## src/rtl/syn_sequencer_if.sv

```systemverilog
// Synaptic sequencer bus: AER event handshake, SPI configuration handshake,
// synaptic SRAM control and status.
//   master : drives AER/SPI requests and the activity gate, observes the rest
//   slave  : the sequencer; acknowledges requests and drives SRAM control
interface syn_sequencer_if #(
    parameter int unsigned M = 8
);
    logic           SPI_GATE_ACTIVITY_sync;
    logic           AER_REQ;
    logic [M-1:0]   AER_ADDR;
    logic           AER_ACK;
    logic           SPI_SYN_REQ;
    logic           SPI_SYN_WR;
    logic [12:0]    SPI_SYN_ADDR;
    logic           SPI_SYN_ACK;
    logic           CTRL_SYNARRAY_CS;
    logic           CTRL_SYNARRAY_WE;
    logic [12:0]    CTRL_SYNARRAY_ADDR;
    logic [7:0]     CTRL_PRE_EN;
    logic           SEQ_BUSY;

    modport master (
        output SPI_GATE_ACTIVITY_sync, AER_REQ, AER_ADDR,
               SPI_SYN_REQ, SPI_SYN_WR, SPI_SYN_ADDR,
        input  AER_ACK, SPI_SYN_ACK, CTRL_SYNARRAY_CS, CTRL_SYNARRAY_WE,
               CTRL_SYNARRAY_ADDR, CTRL_PRE_EN, SEQ_BUSY
    );

    modport slave (
        input  SPI_GATE_ACTIVITY_sync, AER_REQ, AER_ADDR,
               SPI_SYN_REQ, SPI_SYN_WR, SPI_SYN_ADDR,
        output AER_ACK, SPI_SYN_ACK, CTRL_SYNARRAY_CS, CTRL_SYNARRAY_WE,
               CTRL_SYNARRAY_ADDR, CTRL_PRE_EN, SEQ_BUSY
    );
endinterface

```

## src/rtl/syn_sequencer.sv

```systemverilog
// Synaptic SRAM sequencer. An accepted AER event walks the 32 words of the
// presynaptic neuron row with read/write pairs (SDSP update on the write);
// an SPI access does one read and an optional write-back at a given word.
// Ports:
//   CLK      : clock, rising edge
//   RST_sync : synchronous active-high reset
//   bus      : syn_sequencer_if.slave (requests in, acks/SRAM control out)
// Outputs are decoded from the state register and the registered address only.
module syn_sequencer #(
    parameter int unsigned N = 256,
    parameter int unsigned M = 8
) (
    input  logic            CLK,
    input  logic            RST_sync,
    syn_sequencer_if.slave  bus
);
    localparam int unsigned SRAM_AW = 13;
    localparam int unsigned WORD_W  = 5;
    localparam int unsigned PRE_W   = (M < $clog2(N)) ? M : $clog2(N);
    localparam logic [WORD_W-1:0] WORD_LAST = WORD_W'(31);

    typedef enum logic [2:0] {
        IDLE, EV_RD, EV_WR, EV_ACK, SPI_RD, SPI_WR, SPI_ACK
    } state_e;

    state_e               state_q, state_d;
    logic [WORD_W-1:0]    word_q, word_d;
    logic [PRE_W-1:0]     pre_addr_q, pre_addr_d;
    logic                 spi_wr_q, spi_wr_d;
    // SRAM address; carries the latched SPI address during SPI accesses and
    // holds its last value whenever the array is idle.
    logic [SRAM_AW-1:0]   addr_q, addr_d;

    logic                 cs_c, we_c, aer_ack_c, spi_ack_c;
    logic [7:0]           pre_en_c;
    logic [PRE_W-1:0]     aer_pre_c;

    assign aer_pre_c = PRE_W'(bus.AER_ADDR);

    // State and datapath registers
    always_ff @(posedge CLK) begin
        if (RST_sync) begin
            state_q    <= IDLE;
            word_q     <= '0;
            pre_addr_q <= '0;
            spi_wr_q   <= 1'b0;
            addr_q     <= '0;
        end else begin
            state_q    <= state_d;
            word_q     <= word_d;
            pre_addr_q <= pre_addr_d;
            spi_wr_q   <= spi_wr_d;
            addr_q     <= addr_d;
        end
    end

    // Next state, word counter and address
    always_comb begin
        state_d    = state_q;
        word_d     = word_q;
        pre_addr_d = pre_addr_q;
        spi_wr_d   = spi_wr_q;
        addr_d     = addr_q;
        unique case (state_q)
            IDLE: begin
                // Gate high selects SPI and masks AER; AER_ACK is always low here
                if (bus.SPI_GATE_ACTIVITY_sync) begin
                    if (bus.SPI_SYN_REQ) begin
                        spi_wr_d = bus.SPI_SYN_WR;
                        addr_d   = bus.SPI_SYN_ADDR;
                        state_d  = SPI_RD;
                    end
                end else if (bus.AER_REQ) begin
                    pre_addr_d = aer_pre_c;
                    word_d     = '0;
                    addr_d     = SRAM_AW'({aer_pre_c, WORD_W'(0)});
                    state_d    = EV_RD;
                end
            end
            EV_RD:  state_d = EV_WR;
            EV_WR: begin
                if (word_q == WORD_LAST) begin
                    state_d = EV_ACK;
                end else begin
                    word_d  = word_q + WORD_W'(1);
                    addr_d  = SRAM_AW'({pre_addr_q, word_q + WORD_W'(1)});
                    state_d = EV_RD;
                end
            end
            EV_ACK:  if (!bus.AER_REQ) state_d = IDLE;
            SPI_RD:  state_d = spi_wr_q ? SPI_WR : SPI_ACK;
            SPI_WR:  state_d = SPI_ACK;
            SPI_ACK: if (!bus.SPI_SYN_REQ) state_d = IDLE;
            default: state_d = IDLE;
        endcase
    end

    // Output decode from registered state
    always_comb begin
        cs_c      = 1'b0;
        we_c      = 1'b0;
        pre_en_c  = 8'h00;
        aer_ack_c = 1'b0;
        spi_ack_c = 1'b0;
        unique case (state_q)
            EV_RD:   cs_c = 1'b1;
            EV_WR: begin
                cs_c     = 1'b1;
                we_c     = 1'b1;
                pre_en_c = 8'hFF;
            end
            EV_ACK:  aer_ack_c = 1'b1;
            SPI_RD:  cs_c = 1'b1;
            SPI_WR: begin
                cs_c = 1'b1;
                we_c = 1'b1;
            end
            SPI_ACK: spi_ack_c = 1'b1;
            default: ;
        endcase
    end

    assign bus.CTRL_SYNARRAY_CS   = cs_c;
    assign bus.CTRL_SYNARRAY_WE   = we_c;
    assign bus.CTRL_SYNARRAY_ADDR = addr_q;
    assign bus.CTRL_PRE_EN        = pre_en_c;
    assign bus.AER_ACK            = aer_ack_c;
    assign bus.SPI_SYN_ACK        = spi_ack_c;
    assign bus.SEQ_BUSY           = (state_q != IDLE);
endmodule

```

## src/flat_wrapper.sv

```systemverilog
// flat-port wrapper written by rule: the top's interface ports become plain ports
module syn_sequencer_flat 
#(
    parameter int unsigned N = 256,
    parameter int unsigned M = 8
)
  (CLK, RST_sync, bus_SPI_GATE_ACTIVITY_sync, bus_AER_REQ, bus_AER_ADDR, bus_SPI_SYN_REQ, bus_SPI_SYN_WR, bus_SPI_SYN_ADDR, bus_AER_ACK, bus_SPI_SYN_ACK, bus_CTRL_SYNARRAY_CS, bus_CTRL_SYNARRAY_WE, bus_CTRL_SYNARRAY_ADDR, bus_CTRL_PRE_EN, bus_SEQ_BUSY);
  syn_sequencer_if #(.M(M)) bus_i ();
  input  logic CLK;
  input  logic RST_sync;
  input wire logic [$bits(bus_i.SPI_GATE_ACTIVITY_sync)-1:0] bus_SPI_GATE_ACTIVITY_sync;
  input wire logic [$bits(bus_i.AER_REQ)-1:0] bus_AER_REQ;
  input wire logic [$bits(bus_i.AER_ADDR)-1:0] bus_AER_ADDR;
  input wire logic [$bits(bus_i.SPI_SYN_REQ)-1:0] bus_SPI_SYN_REQ;
  input wire logic [$bits(bus_i.SPI_SYN_WR)-1:0] bus_SPI_SYN_WR;
  input wire logic [$bits(bus_i.SPI_SYN_ADDR)-1:0] bus_SPI_SYN_ADDR;
  output wire logic [$bits(bus_i.AER_ACK)-1:0] bus_AER_ACK;
  output wire logic [$bits(bus_i.SPI_SYN_ACK)-1:0] bus_SPI_SYN_ACK;
  output wire logic [$bits(bus_i.CTRL_SYNARRAY_CS)-1:0] bus_CTRL_SYNARRAY_CS;
  output wire logic [$bits(bus_i.CTRL_SYNARRAY_WE)-1:0] bus_CTRL_SYNARRAY_WE;
  output wire logic [$bits(bus_i.CTRL_SYNARRAY_ADDR)-1:0] bus_CTRL_SYNARRAY_ADDR;
  output wire logic [$bits(bus_i.CTRL_PRE_EN)-1:0] bus_CTRL_PRE_EN;
  output wire logic [$bits(bus_i.SEQ_BUSY)-1:0] bus_SEQ_BUSY;
  assign bus_i.SPI_GATE_ACTIVITY_sync = bus_SPI_GATE_ACTIVITY_sync;
  assign bus_i.AER_REQ = bus_AER_REQ;
  assign bus_i.AER_ADDR = bus_AER_ADDR;
  assign bus_i.SPI_SYN_REQ = bus_SPI_SYN_REQ;
  assign bus_i.SPI_SYN_WR = bus_SPI_SYN_WR;
  assign bus_i.SPI_SYN_ADDR = bus_SPI_SYN_ADDR;
  assign bus_AER_ACK = bus_i.AER_ACK;
  assign bus_SPI_SYN_ACK = bus_i.SPI_SYN_ACK;
  assign bus_CTRL_SYNARRAY_CS = bus_i.CTRL_SYNARRAY_CS;
  assign bus_CTRL_SYNARRAY_WE = bus_i.CTRL_SYNARRAY_WE;
  assign bus_CTRL_SYNARRAY_ADDR = bus_i.CTRL_SYNARRAY_ADDR;
  assign bus_CTRL_PRE_EN = bus_i.CTRL_PRE_EN;
  assign bus_SEQ_BUSY = bus_i.SEQ_BUSY;
  syn_sequencer #(.N(N), .M(M)) u_core (.CLK(CLK), .RST_sync(RST_sync), .bus(bus_i));
endmodule
```

## config.mk

```make
export PLATFORM = sky130hd
export DESIGN_NAME = syn_sequencer_flat
export DESIGN_NICKNAME = d
export VERILOG_FILES = /design/src/rtl/syn_sequencer_if.sv /design/src/rtl/syn_sequencer.sv /design/src/flat_wrapper.sv
export SDC_FILE = /design/constraint.sdc
export NUM_CORES = 1
export LEC_CHECK = 0
export CORE_UTILIZATION = 35
export DETAILED_ROUTE_END_ITERATION = 8
export PLACE_DENSITY_LB_ADDON = 0.3
export SLEW_MARGIN = 10
export SYNTH_ARGS = -nofsm -noshare
export SYNTH_HDL_FRONTEND = slang
export SYNTH_SLANG_ARGS = --single-unit
```

## constraint.sdc

```tcl
create_clock -name CLK -period 1.9 [get_ports CLK]
set_clock_uncertainty 0.1 [all_clocks]
set_input_delay 0.19 -clock CLK [delete_from_list [all_inputs] [get_ports CLK]]
set_output_delay 0.19 -clock CLK [all_outputs]
set_load 0.05 [all_outputs]
```

* Yosys cells after proc, flatten, opt, wreduce, memory -nomap -nowiden
Cells that the tools add are included.
Storage, ports and cells: register bits 30
Operators by class: add/subtract/negate cells 1, eq/ne operators 14, multiplexer cells 22, bitwise operators 1, reduce and logical (&&, ||, !) cells 10
Operators with widths (number):
- $mux W13 | 4
- $pmux W13 S2 | 1
- $pmux W3 S7 | 1
- $mux W3 | 5
- $mux W5 | 3
- $reduce_and A4 Y1 | 3
- $ne A2 B2 Y1 const B | 5
- $pmux W5 S2 | 1
- $eq A3 B3 Y1 const B | 3
- $mux W8 | 1
- $eq A3 B2 Y1 const B | 2
- $ne A3 B3 Y1 const B | 2
- $reduce_and A3 Y1 | 2
- $add A5 B1 Y5 const B | 1
- $eq A5 B5 Y1 const B | 1
- $mux W1 | 4
- $mux W2 | 2
- $reduce_or A4 Y1 | 1
- $eq A3 B1 Y1 const B | 1
- $logic_not A3 Y1 | 1
- $reduce_bool A3 Y1 | 1
- $reduce_bool A2 Y1 | 1
- $reduce_or A2 Y1 | 1
- $not A1 Y1 | 1

* Depth between registers and ports, before layout
Gate-level depths: netlist of the first run.
word-level depth 3, depth in mapped cells 6

* Worst setup path before layout of the first run
Ideal clock, no wire load.
kind reg2out, start reg u_core.state_q[1], end out bus_SPI_SYN_ACK, data arrival time 2088 ps, required time 1610 ps, path slack -478 ps, stages on the path, launching flop included 5, buffers on the path 2, cells stage by stage dfxtp_1 buf_2 clkbuf_1 inv_1 nor3b_1
Between the ends: longest elaborated chain between the ends 2
Ends and longest elaborated chain:
- start: declaration | RTL line syn_sequencer.sv:26 | state_e state_q, state_d;
- start signal: assignment | RTL line syn_sequencer.sv:49 | state_q <= state_d;
- $eq A3 B3 Y1 | RTL line syn_sequencer.sv:105 | unique case (state_q)
- $mux W1 | RTL line syn_sequencer.sv:105
- end: declaration | RTL line flat_wrapper.sv:18 | output wire logic [$bits(bus_i.SPI_SYN_ACK)-1:0] bus_SPI_SYN_ACK;
Every way passes these cells.

* Final worst setup path of the first run
start reg u_core.word_q[1], end reg u_core.word_q[3]
Between the ends: longest elaborated chain between the ends 3, elaborated cells on any way between the ends 6, those cells by class add/sub (1); eq/ne (2); mux (2); reduce/logical (1)
Ends and longest elaborated chain:
- start: declaration | RTL line syn_sequencer.sv:27 | logic [WORD_W-1:0] word_q, word_d;
- start signal: assignment | RTL line syn_sequencer.sv:50 | word_q <= word_d;
- $add A5 B1 Y5 / $eq A5 B5 Y1 (equally long branches) | RTL line syn_sequencer.sv:85, syn_sequencer.sv:82
- $mux W5 / $ne A2 B2 Y1 (equally long branches)
- $pmux W5 S2 / $reduce_and A4 Y1 (equally long branches)
Parallel ways exist; a longest one is shown, timed or not. The select of a mux whose other input is x is not followed. A chain may end at the register's enable or synchronous reset.

==> impl_results.md, run 1 <==
- Synth top area share: 33.38%
- Post-synthesis sequential area ratio: 33.38%
- TritonCTS Buffers: 5
- Initial antenna violation count: 0
- Pin count of the biggest net entering global routing: 26
- Synth top area cells: dfxtp_1, mux2i_1, a221o_1
- Vias post-DR: 1,831
- Syn. warnings: 0
- Crit-path leading delay family: simple AND/OR/NAND/NOR gates
- Worst Setup Path Type: reg -> reg
- Area after DPL: 0.002634 mm^2
- Iter 0 DRT Violations: 83
- Core ar.: 0.004848 mm^2
- Layout cells sized above 1: 26.37%
- Unrepaired setup endpoints after global routing: true
- WL/cell: 14.45 um
- Startpoint Class: flip-flop
- Synth Register Bits: 30
- Chip width: 73.70 um
- Max rail drop VDD: 0.4466 mV
- Hold Fails Final Rpt: 0
- First-pass GRT wire length: 8.052 mm
- NetSw: 811.1 uW
- Port bufs: 52
- Clock Path Buffers: 2
- CP arrival: 2.03 ns
- R2R Setup Slk: -0.03 ns
- CTS tree: yes
- Status: finished, violations left
- Grt ovf: 0
- Critical-path top delay cell: or4b_4
- DRC Markers: 0
- Antenna-violating nets left: 0
- Die ar.: 0.005432 mm^2
- Synthesized area: 0.001799 mm^2
- Routability cong.: 0.8459
- Max stage delay on crit path: 0.51 ns
- Worst min path class: reg -> reg
- Clock share of power: 27.5%
- Fin crit period: 1.927 ns
- Buf/Inv on CP: 0
- Layout net count: 301
- Gr usage total: 19.53%
- Via/cell ratio: 5.385
- Worst setup margin: -0.02657 ns
- Initial Util: 37.11%
- Detailed placer's ending HPWL: 3.530 mm
- Mapped Avg Cell Area: 8.487 um^2
- Post-Syn Nets: 241
- Final period util: 101.4%
- Crit path required time: 2.00 ns
- Crit-path most repeated cell: ha_4
- Synth unique cells: 47
- Max_slew headroom: 61.77%
- Sequential share of power: 31.3%
- H-Tree Level Count: 2
- Setup violators final: 2
- Area delta synth->final: 55.63%
- Crit end category: flip-flop
- Row cnt: 25
- Worst-skew pair later-pin latency: 0.29 ns
- # Max-Cap Violations: 0
- Gate Count Post-Synth: 212
- Critical-path cell list: ha_4 -> and3_4 -> ha_4 -> or4b_4 -> o21a_1 -> a211oi_2
- Worst-path clk slew: 0.07 ns
- Post-Route WL: 4.914 mm
- Leakage power: 1.090 nW
- Final Cell Area: 0.002800 mm^2
- Root Buffer: clkbuf_8
- Final Max Tran Viols: 0
- Finished Layout Cells: 340
- ANT cells: 0
- CP Max Fanout: 5
- Net Sw Frac: 35.12%
- Clock Sink Count: 30
- Slew @ Worst Pin: 0.5728 ns
- Combinational share of power: 41.2%
- Synth area leader: dfxtp_1
- CTS Hold Bufs: 0
- Die H: 73.70 um
- Top Ports: 53
- Number of global-route vias before repair: 1,763
- FMAX: 519.1 MHz
- DR pass1 iterations: 4
- Int Power: 1.498 mW
- Placed Instances: 330
- Failing checks: setup timing
- P per Cell Area: 824.7 mW/mm^2
==> cells by family after synthesis <==
logic type | after synthesis | synth area share [%]
compound gates | 58 | 22.39
xor+xnor | 2 | 0.9738
fa+ha+maj | 2 | 1.391
buf+inv | 30 | 8.623
flops | 30 | 33.38
mux | 19 | 10.71
simple gates | 71 | 22.53
==> state kept, by name, summed over array words and instances (netlist names) <==
name,count
u_core.bus.CTRL_SYNARRAY_ADDR,13
u_core.word_q,5
u_core.spi_wr_q,1
u_core.pre_addr_q,8
u_core.state_q,3
==> power by group through the flow <==
stage          Clock, mW  Combinational [mW]  Sequential (mW)
6_report           0.636               0.951            0.722
5_1_grt            0.667                1.01            0.728
4_1_cts            0.648               0.946            0.721
3_5_place_dp           0               0.929            0.735
3_3_place_gp           0               0.921            0.733
2_1_floorplan          0               0.425            0.863
==> synthesized netlist by cell type (all sizes together) <==
cell type  instances
xor2               1
buf               16
and3               2
nand3             14
o21ai             15
or4b               1
o211ai             4
nor4b              3
o22a               1
a21oi             13
o32ai              1
a211oi             2
a31oi              4
nand3b             1
or3b               1
nand2b             3
nor4bb             1
o221ai             4
a221o              8
o221a              1
mux2               2
clkbuf            10
and3b              1
o21a               2
nor2               2
nand4              1
a21boi             1
nand2             19
o41ai              1
dfxtp             30
or2                4
a311oi             1
nor3b              1
and2               1
xnor2              1
or3                1
inv                4
ha                 2
mux2i             17
nor3               1
nand4b             2
nor2b             12
==> area by class of cell <==
type                       instances  area (um^2)
clock buffer                       5        68.82
clock inverter                     3        40.04
fill                             445         2048
inverter                           4        18.77
multi-input combinational        152         1106
sequential                        30        604.3
tap                               67        83.83
timing repair buffer              79        878.3
==> final timing paths <==
kind / start / end / cells past startpoint
worst min register to register: u_core.bus.CTRL_SYNARRAY_ADDR[5] / u_core.bus.CTRL_SYNARRAY_ADDR[5] / 2
worst max register to register: u_core.word_q[1] / u_core.word_q[3] / 6
worst max-delay path: u_core.word_q[1] / u_core.word_q[3] / 6
worst min-delay path: u_core.bus.CTRL_SYNARRAY_ADDR[5] / u_core.bus.CTRL_SYNARRAY_ADDR[5] / 2
==> worst reg2reg max path: stages (launching register included) <==
cell,delay [ns]
dfxtp_2,0.34
ha_4,0.16
and3_4,0.18
ha_4,0.16
or4b_4,0.51
o21a_1,0.20
a211oi_2,0.21
==> per-stage QoR <==
stage / total power [mW] / hold slack, ns / util [%] / setup WS (ns) / setup TNS [ns]
final: 2.309 / 0.3578 / 57.75 / -0.02657 / -0.03783
after global routing: 2.406 / 0.3808 / 57.75 / -0.08741 / -0.1714
after CTS: 2.315 / 0.3639 / 57.32 / -0.04864 / -0.06610
after detailed placement: 1.664 / 0.3541 / 54.32 / -0.05247 / -0.05247
after global placement: 1.654 / 0.3468 / 54.32 / 0.02235 / 0
after floorplan: 1.288 / 0.2172 / - / -0.04271 / -0.04271
==> repair_timing <==
item                                    CTS  global route
pin swaps                                 0             0
setup buffers                             2             0
gates cloned                              0             0
resized for setup                         2             8
endpoints found under the setup margin   11             8
==> placed cells by master (no fill, tap or decap), types with 3 or more instances in the layout <==
cell and instances:
a21oi_1 13, a221o_1 8, a31oi_1 4, buf_12 15, buf_4 25, clkbuf_8 5, clkdlybuf4s50_1 39, dfxtp_1 27
dfxtp_2 3, mux2i_1 17, nand2_1 19, nand2b_1 3, nand3_1 14, nor2b_1 12, nor4b_1 3, o211ai_1 4
o21ai_0 12, o221ai_1 4, or2_2 4
==> routing by layer <==
metal  part of all wire [%]  GRT usage [%]  vias to the layer above
li1                       -              -                      895
met4                    1.6          7.479                        0
met2                     48          32.42                       54
met1                     46          24.60                      872
met5                      0              0                        -
met3                    4.6          4.252                       10
(Power assumes the default switching activity.)
==> run 2: changes to the inputs <==
--- a/config.mk
+++ b/config.mk
@@ -8,6 +8,7 @@
 export CORE_UTILIZATION = 35
 export DETAILED_ROUTE_END_ITERATION = 8
 export PLACE_DENSITY_LB_ADDON = 0.3
+export REMOVE_ABC_BUFFERS = 1
 export SLEW_MARGIN = 10
 export SYNTH_ARGS = -nofsm -noshare
 export SYNTH_HDL_FRONTEND = slang
==> impl_results.md, run 2 (synthesis gave the netlist of run 1 again) <==
- Status: finished clean
- Placed Instances: 334 (+1.2%)
- Layout net count: 303 (+0.66%)
- Net Sw Frac: 36.50% (+1.4 points)
- Layout Utilization: 56.93% (-0.83 points)
- Startpoint Class: flip-flop
- Die ar.: 0.005432 mm^2 (unchanged)
- Core ar.: 0.004848 mm^2 (unchanged)
- Final Cell Area: 0.002760 mm^2 (-1.4%)
- Dpl ws: -0.09798 ns (-0.04552 ns)
- Iter 0 DRT Violations: 80 (-3.6%)
- Post-Route WL: 4.963 mm (+1.0%)
- Tot Pwr: 2.137 mW (-7.5%)
- Finished Layout Cells: 341 (+0.29%)
- Worst Setup Path Type: reg -> reg
- Row cnt: 25 (unchanged)
- Gr usage total: 19.55% (about the same)
- Final Max Tran Viols: 0 (unchanged)
- H-Tree Level Count: 2 (unchanged)
- Port bufs: 52 (unchanged)
- First-pass GRT wire length: 8.017 mm (-0.43%)
- Crit path required time: 2.01 ns (about the same)
- DRC Markers: 0 (unchanged)
- Clock share of power: 22.3% (-5.2 points)
- Final period util: 98.77% (-2.6 points)
- Initial antenna violation count: 0 (unchanged)
- FMAX: 532.8 MHz (+2.7%)
- Top Ports: 53 (unchanged)
- Detailed placer's ending HPWL: 3.473 mm (-1.6%)
- Worst-skew pair later-pin latency: 0.28 ns (about the same)
- Combinational share of power: 43.5% (+2.3 points)
- Area after DPL: 0.002624 mm^2 (-0.38%)
- Leakage power: 1.079 nW (-1.0%)
- Slew @ Worst Pin: 0.6849 ns (+0.1122 ns)
- Number of global-route vias before repair: 1,753 (-0.57%)
- Worst setup margin: 0.02330 ns (+0.04986 ns)
- NetSw: 780.1 uW (-3.8%)
- Worst hold slack: 0.3579 ns (+0.0001730 ns)
- Routability cong.: 0.8649 (+2.2%)
- Sequential share of power: 34.2% (+2.9 points)
- Max_slew headroom: 54.24% (-7.5 points)
- Initial Util: 37.11% (unchanged)
- Layout cells sized above 1: 25.18% (-1.2 points)
- Max rail drop VDD: 0.3890 mV (-13%)
- Clock Sink Count: 30 (unchanged)
- Commonest non-fill, non-tap cell in the layout: clkdlybuf4s50_1
- CTS tree: yes
- CP arrival: 1.99 ns (-0.04 ns)
- Worst hold path depth: 2 (unchanged)
- CP Max Fanout: 3 (-2)
- Pin count of the biggest net entering global routing: 26 (unchanged)
- Commonest cells after routing, fill and taps aside: clkdlybuf4s50_1, buf_4, dfxtp_1
- Die H: 73.70 um (unchanged)
- TritonCTS Buffers: 5 (unchanged)
- Hold Fails Final Rpt: 0 (unchanged)
- DR pass1 iterations: 4 (unchanged)
- Antenna-violating nets left: 0 (unchanged)
- Vias post-DR: 1,793 (-2.1%)
- Crit end category: flip-flop
- Post-CTS Setup Repair Bufs: 0 (-2)
- Final setup TNS: 0 ns (+0.03783 ns)
- Worst min path class: reg -> reg
- CTS Hold Bufs: 0 (unchanged)
- WL/cell: 14.55 um (+0.70%)
- Unrepaired setup endpoints after global routing: true
- P per Cell Area: 774.3 mW/mm^2 (-6.1%)
- Worst-path clk slew: 0.06 ns (about the same)
- Via/cell ratio: 5.258 (-2.4%)
- ANT cells: 0 (unchanged)
- Area delta synth->final: 53.41%
- Fin crit period: 1.877 ns (-0.04986 ns)
- Setup violators final: 0 (-2)
- Int Power: 1.357 mW (-9.4%)
- # Max-Cap Violations: 0 (unchanged)
- Clock Path Buffers: 2 (unchanged)
- Largest register FFs: 13 (unchanged)
- R2R Setup Slk: 0.02 ns (+0.05 ns)
- Chip width: 73.70 um (unchanged)
- Root Buffer: clkbuf_8
- Grt ovf: 0 (unchanged)
- R2R cell count: 6 (unchanged)
==> run 2: cell types whose count changed in the layout (fill, tap and decap cells not counted), sizes merged <==
cell / before / now
clkbuf: 5 / 7
clkinv: 2 / 0
inv: 3 / 4
buf: 40 / 42
bufinv: 1 / 0
clkinvlp: 1 / 0
==> run 2: cell type report <==
| type | count | area (um^2) |
|---|---|---|
| Clock buffer | 7 | 76.32 |
| Fill cell | 444 | 2088 |
| Inverter | 4 | 15.01 |
| Multi-Input combinational cell | 152 | 1095 |
| Sequential cell | 30 | 605.6 |
| Tap cell | 67 | 83.83 |
| Timing Repair Buffer | 81 | 884.6 |
==> run 2: per-layer routing <==
layer | routed length, um | share of wire, % | global-route usage, %
met1 | 2286 | 46 | 25.67
met2 | 2364 | 48 | 31.29
met3 | 232 | 4.7 | 4.527
met4 | 79 | 1.6 | 6.838
met5 | 0 | 0 | 0
==> run 2: power by group through the flow <==
stage	sequential (mW)	clock, mW	combinational [mW]
6_report	0.731	0.476	0.929
5_1_grt	0.740	0.503	0.987
4_1_cts	0.728	0.482	0.929
3_5_place_dp	0.741	0	0.918
3_3_place_gp	0.741	0	0.911
2_1_floorplan	0.885	0	0.341
==> run 2: path summary, 6_finish.rpt <==
path / endpoint / start
worst max-delay path: u_core.word_q[0] / u_core.word_q[0]
worst min-delay path: u_core.bus.CTRL_SYNARRAY_ADDR[5] / u_core.bus.CTRL_SYNARRAY_ADDR[5]
worst max register to register: u_core.word_q[0] / u_core.word_q[0]
worst min register to register: u_core.bus.CTRL_SYNARRAY_ADDR[5] / u_core.bus.CTRL_SYNARRAY_ADDR[5]
==> run 2: critical path, stage by stage (launching register included) <==
cell and delay, ns:
dfxtp_2 0.33, ha_4 0.16, and3_4 0.18, ha_4 0.16, or4b_4 0.49, or3_1 0.32
o21ai_1 0.07
==> run 2: timing repair <==
action | in CTS | in global routing
setup endpoints to repair | 13 | 17
pin swaps | 1 | 4
gates resized for setup | 9 | 9
==> run 3: changes to the inputs <==
--- a/config.mk
+++ b/config.mk
@@ -5,6 +5,7 @@
 export SDC_FILE = /design/constraint.sdc
 export NUM_CORES = 1
 export LEC_CHECK = 0
+export CAP_MARGIN = 25
 export CORE_UTILIZATION = 35
 export DETAILED_ROUTE_END_ITERATION = 8
 export PLACE_DENSITY_LB_ADDON = 0.3
==> results of run 3 <==
Final layout, timing and power as in run 2 (identical DEF).
